===== src/rtl/instr_fetch_decode.sv =====
// Fetch/decode stage: reads one or two words at PC, splits the opcode and
// operand fields, and offers the decoded instruction to execute via valid/ready.
module instr_fetch_decode #(
    parameter int DATA_WIDTH = 16,
    parameter int ADDR_WIDTH = 6,
    parameter int PC_INIT    = 8
) (
    input  logic                  clk,
    input  logic                  rst,
    input  logic                  start,
    output logic                  mem_req,
    output logic [ADDR_WIDTH-1:0] mem_addr,
    input  logic [DATA_WIDTH-1:0] mem_rdata,
    output logic                  instr_valid,
    input  logic                  instr_ready,
    output logic [3:0]            oc,
    output logic [3:0]            op_a,
    output logic [3:0]            op_b,
    output logic [3:0]            op_c,
    output logic [DATA_WIDTH-1:0] imm,
    output logic                  two_word,
    output logic                  illegal,
    output logic [ADDR_WIDTH-1:0] pc,
    output logic                  halted
);

    localparam logic [3:0] OC_MOV  = 4'b0000;
    localparam logic [3:0] OC_ADD  = 4'b0001;
    localparam logic [3:0] OC_SUB  = 4'b0010;
    localparam logic [3:0] OC_MUL  = 4'b0011;
    localparam logic [3:0] OC_DIV  = 4'b0100;
    localparam logic [3:0] OC_IN   = 4'b0111;
    localparam logic [3:0] OC_OUT  = 4'b1000;
    localparam logic [3:0] OC_STOP = 4'b1111;
    localparam logic [3:0] C_CONST = 4'b1000;

    typedef enum logic [2:0] {
        S_IDLE,
        S_FETCH1,
        S_WAIT1,
        S_FETCH2,
        S_WAIT2,
        S_VALID,
        S_HALT
    } state_t;

    state_t state;
    state_t state_nxt;

    logic [3:0] w_oc;
    logic [3:0] w_a;
    logic [3:0] w_b;
    logic [3:0] w_c;
    logic       dec_legal;
    logic       dec_two;
    logic       retire_stop;
    logic       accept;

    // Field view of the first instruction word as it returns from memory.
    assign w_oc = mem_rdata[15:12];
    assign w_a  = mem_rdata[11:8];
    assign w_b  = mem_rdata[7:4];
    assign w_c  = mem_rdata[3:0];

    // Opcode legality and instruction length from the word being returned.
    always_comb begin
        dec_legal = 1'b0;
        case (w_oc)
            OC_MOV,
            OC_ADD,
            OC_SUB,
            OC_MUL,
            OC_DIV,
            OC_IN,
            OC_OUT,
            OC_STOP: dec_legal = 1'b1;
            default: dec_legal = 1'b0;
        endcase
        dec_two = (w_oc == OC_MOV) && (w_c == C_CONST);
    end

    assign accept      = (state == S_VALID) && instr_ready;
    assign retire_stop = (oc == OC_STOP) || illegal;

    // State register.
    always_ff @(posedge clk or posedge rst) begin
        if (rst) begin
            state <= S_IDLE;
        end else begin
            state <= state_nxt;
        end
    end

    // Next-state logic; HALT is only left through reset.
    always_comb begin
        state_nxt = state;
        case (state)
            S_IDLE: begin
                if (start) begin
                    state_nxt = S_FETCH1;
                end
            end
            S_FETCH1: state_nxt = S_WAIT1;
            S_WAIT1: begin
                if (dec_two) begin
                    state_nxt = S_FETCH2;
                end else begin
                    state_nxt = S_VALID;
                end
            end
            S_FETCH2: state_nxt = S_WAIT2;
            S_WAIT2:  state_nxt = S_VALID;
            S_VALID: begin
                if (instr_ready) begin
                    if (retire_stop) begin
                        state_nxt = S_HALT;
                    end else begin
                        state_nxt = S_FETCH1;
                    end
                end
            end
            S_HALT:  state_nxt = S_HALT;
            default: state_nxt = S_IDLE;
        endcase
    end

    // Bus request and status flags decoded straight from the state.
    always_comb begin
        mem_req     = (state == S_FETCH1) || (state == S_FETCH2);
        mem_addr    = mem_req ? pc : '0;
        instr_valid = (state == S_VALID);
        halted      = (state == S_HALT);
    end

    // PC steps once per issued read and wraps at the top of memory.
    always_ff @(posedge clk or posedge rst) begin
        if (rst) begin
            pc <= ADDR_WIDTH'(PC_INIT);
        end else if (mem_req) begin
            pc <= pc + ADDR_WIDTH'(1);
        end
    end

    // Opcode and operand fields are captured once and held until the next fetch.
    always_ff @(posedge clk or posedge rst) begin
        if (rst) begin
            oc       <= '0;
            op_a     <= '0;
            op_b     <= '0;
            op_c     <= '0;
            two_word <= 1'b0;
            illegal  <= 1'b0;
        end else if (state == S_WAIT1) begin
            oc       <= w_oc;
            op_a     <= w_a;
            op_b     <= w_b;
            op_c     <= w_c;
            two_word <= dec_two;
            illegal  <= !dec_legal;
        end
    end

    // Constant word; cleared for one-word instructions so no stale value leaks.
    always_ff @(posedge clk or posedge rst) begin
        if (rst) begin
            imm <= '0;
        end else if (state == S_WAIT1) begin
            imm <= '0;
        end else if (state == S_WAIT2) begin
            imm <= mem_rdata;
        end
    end

    // Handshake bookkeeping is purely combinational; keep the term referenced.
    logic unused_accept;
    assign unused_accept = accept;

endmodule


===== config.mk =====
export PLATFORM = sky130hd
export DESIGN_NAME = instr_fetch_decode
export DESIGN_NICKNAME = d
export VERILOG_FILES = /design/src/rtl/instr_fetch_decode.sv
export SDC_FILE = /design/constraint.sdc
export NUM_CORES = 1
export LEC_CHECK = 0
export ABC_AREA = 0
export CAP_MARGIN = 15
export CELL_PAD_IN_SITES_DETAIL_PLACEMENT = 1
export CELL_PAD_IN_SITES_GLOBAL_PLACEMENT = 1
export CORE_UTILIZATION = 31
export DETAILED_ROUTE_END_ITERATION = 8
export GPL_TIMING_DRIVEN = 0
export PLACE_DENSITY = 0.74
export SLEW_MARGIN = 20
export SYNTH_ARGS = -nofsm -noshare
export SYNTH_HDL_FRONTEND = slang
export SYNTH_SLANG_ARGS = --single-unit

===== constraint.sdc =====
create_clock -name clk -period 1.4 [get_ports clk]
set_input_delay 0.28 -clock clk [delete_from_list [all_inputs] [get_ports clk]]
set_output_delay 0.28 -clock clk [all_outputs]
set_load 0.02 [all_outputs]

==> summary.md <==
| Metric | Value |
|---|---|
| Worst vdd ir | 1.04 mV |
| Asr flop ratio synth | 100% |
| Worst path max stage delay | 470 ps |
| DRT Pass-1 Iters | 4 |
| Ys Warns | 0 |
| Most common cell after layout, fill and taps aside | dfrtp_1 |
| Post-route ant nets | 0 |
| Slew headroom | 76.7% |
| DR iter-0 viols | 27 |
| Final setup fails | between 40 and 50 |
| Hold buffers post-CTS | 0 |
| Post-layout net count | around 270 |
| Port bufs | ~70 |
| Wire per inst | roughly 17 um |
| RR Startpoint | state[0] |
| RSZ-0062 raised after global routing | true |
| Crit path max-delay family | flip-flops |
| Fin. Hold Viols | 0 |
| DRC viols | 0 |
| Period Utilization, post-route | 114% |
| Area added between synthesis and finish | 66.3% |
| CP Launch Type | register |
| Initial core utilization | 32.9% |
| Failing checks | setup timing |
| Fin Clk Skew | 8.46 ps |
| Post-Route WL | 5350 um |
| Seq/Total Area, Yosys | approximately 58% |
| Die Ht | 79.4 um |
| Lkg Pwr | 1.53 nW |
| DR vias | 1533 |
| CP endpoint kind | output port |
| CP Class | register to output port |
| Core area | 5640 um2 |
| Power, Total | 7.57 mW |
| Most frequent cells in the layout | 41 x dfrtp_1, 36 x dlygate4sd2_1, 22 x buf_6, 20 x buf_4, 17 x clkdlybuf4s50_1 |
| Root Driver | clkbuf_8 |
| Mean Syn Cell Area | around 13 um2 |
| Clk_lat worst skew | 300 ps |
| Pint | between 4 and 5 mW |
| GRT Residual Overflow | 0 |
| Worst slew pin tran | 350 ps |
| Final WS setup | -194 ps |
| CP Max Fanout | 7 |
| Max-Cap Viols | 0 |
| Hold WC Path Type | input pin to async pin |
| Pin count of the biggest net entering global routing | 30 |
| Switching pwr | around 3.0 mW |
| Worst-path cell chain | and2b_4 > and2_4 > buf_6 |
| Syn nets | approximately 160 |
| Clock sink count | 43 |
| Fin. max-slew vios | 0 |
| EDFF count, synth | 0 |
| First-pass GRT wire length | 8850 um |
| Seq pwr share | between 30% and 40% |
| Comb pwr share | 59.5% |
| Slowest cell on the critical path | dfrtp_2 |
| I/O pins | 69 |
| Critical path buffers and inverters | 1 |
| Die W | 79.4 um |
| Total CTS buffers | 5 |
| Worst slack, placed | -603 ps |
| Depth of the worst register-to-register path | 6 |
| Antenna diodes | 0 |
| Clock buffer depth | 2 |
| Fin crit period | 1590 ps |
| CTS tree | done |
| GRT Total Usage | between 10% and 20% |
| Initial antenna violation count | 0 |
| Pwr dens | 2450 nW/um2 |
| Worst EP required | 1120 ps |
| Cell Area, Synth | 1860 um2 |
| Fraction of layout cells with a size suffix above 1 | between 30% and 40% |
| Worst Path Arrival | 1310 ps |
| Clock network fraction of design power | 10.3% |
| Sw Share | between 30% and 40% |
| RD Place Congestion | 0.709 |
| Netlist cell types | 31 |
| Reg clk slew, reported paths | ~80 ps |
| Vias in the first global route | 1656 |
| FF+latch count, synth | between 40 and 50 |
| Post-DP HPWL | approximately 3300 um |
| Via density per instance | 4.85 |
| Post-synth top flop | dfrtp_1 |
| Status | complete, but fails checks |
| Worst reg2reg endpoint | oc[3] |
| H-tree levels | 2 |
| Cells after synthesis | 138 |
| Row count | 27 |
| Peak Freq | 628 MHz |
| Flop-to-flop setup slack | -160 ps |
| DIE AREA | 6310 um2 |
worst reg2reg max path, delay by kind of cell, from the launching register on:
kind,cells,cell delay (ps)
simple gates,1,210
buf+inv,4,570
mux,1,300
flops,1,370
state kept, by name (all words and copies together) (netlist names):
signal    flops
op_b          4
two_word      1
imm          16
oc            4
illegal       1
pc            6
op_a          4
state         3
op_c          4
routing by layer:
| metal | up-vias | routed length (um) | track usage, % |
|---|---|---|---|
| met3 | 6 | 421 | 6.51 |
| met2 | 62 | 2620 | 30.1 |
| met4 | 0 | 48 | 5.27 |
| li1 | 697 | - | - |
| met1 | 768 | 2270 | 23.4 |
| met5 | - | 0 | 0 |
synth_stat cells, drive strengths merged (2+ instances only):
library cell  instances  area share, %
nor3b                 2            2.0
nand4                 4            1.3
a22o                 16            7.5
inv                   5            1.0
buf                   7            3.2
nor2                  6            1.6
mux2i                 2            1.1
dfrtp                42             57
nand2                 6            1.2
ha                    3            2.0
and2                  6            2.0
a31oi                 2           0.67
and2b                 2           0.81
xnor2                 5            2.4
mux2                 17             10
cells by family (layout without fill, tap and decap cells):
group                      count (synthesis)  count (layout)  share of synthesized area, %
muxes                                     19              19                          11.4
AOI/OAI and AO/OA                         24              24                          10.7
adders and majority gates                  3               3                          2.02
and+or+nand+nor                           31              32                          10.9
DFF                                       43              43                          58.0
xor gates and xnor gates                   6               6                          2.83
buffers and inverters                     12             117                          4.17
power groups by stage:
| stage | sequential, mW | clock, mW | combinational [mW] |
|---|---|---|---|
| floorplan | 2.88 | 0 | 1.63 |
| global placement | 2.27 | 0 | 3.85 |
| detailed placement | 2.28 | 0 | 3.94 |
| CTS | 2.28 | 0.801 | 4.34 |
| global route | 2.37 | 0.859 | 4.79 |
| finish | 2.29 | 0.781 | 4.50 |
worst max-delay path by stage:
stage	from	to	depth (start not counted)
finish	state[2]	mem_addr[0]	3
CTS	state[2]	mem_addr[0]	3
global route	state[1]	instr_valid	4
floorplan	state[0]	oc[3]	5
global placement	rst	imm[13]	2
detailed placement	state[2]	mem_addr[4]	4
per-stage QoR:
| stage | std cells | instance area [um2] | util [%] | hold slack, ps | setup TNS, ps |
|---|---|---|---|---|---|
| 2_1_floorplan | 138 | 1900 | - | 382 | -533 |
| 3_3_place_gp | 278 | 2680 | 47.4 | 479 | -46540 |
| 3_5_place_dp | 279 | 2700 | 47.8 | 482 | -10220 |
| 4_1_cts | 308 | 3020 | 53.6 | 273 | -4470 |
| 5_1_grt | 316 | 3090 | 54.8 | 297 | -7500 |
| 6_report | 316 | 3090 | 54.8 | 262 | -4990 |
final cells by class:
type / instances / area, um2
fillers: 575 / 2550
flip-flops and latches: 43 / 1080
repair buffers: 98 / 923
multi-input cells: 84 / 822
well taps: 72 / 90.1
clock buffers: 7 / 76.3
plain buffers: 6 / 72.6
inverters: 5 / 18.8
clock inverters: 1 / 7.51
repair_timing:
item | 4_1_cts | 5_1_grt
pin swaps | 6 | 4
gates resized for setup | 132 | 12
gates cloned | 3 | 0
setup buffers | 19 | 8
setup endpoints to repair | 85 | 48
Note: power is estimated with default switching activity, not from simulation.
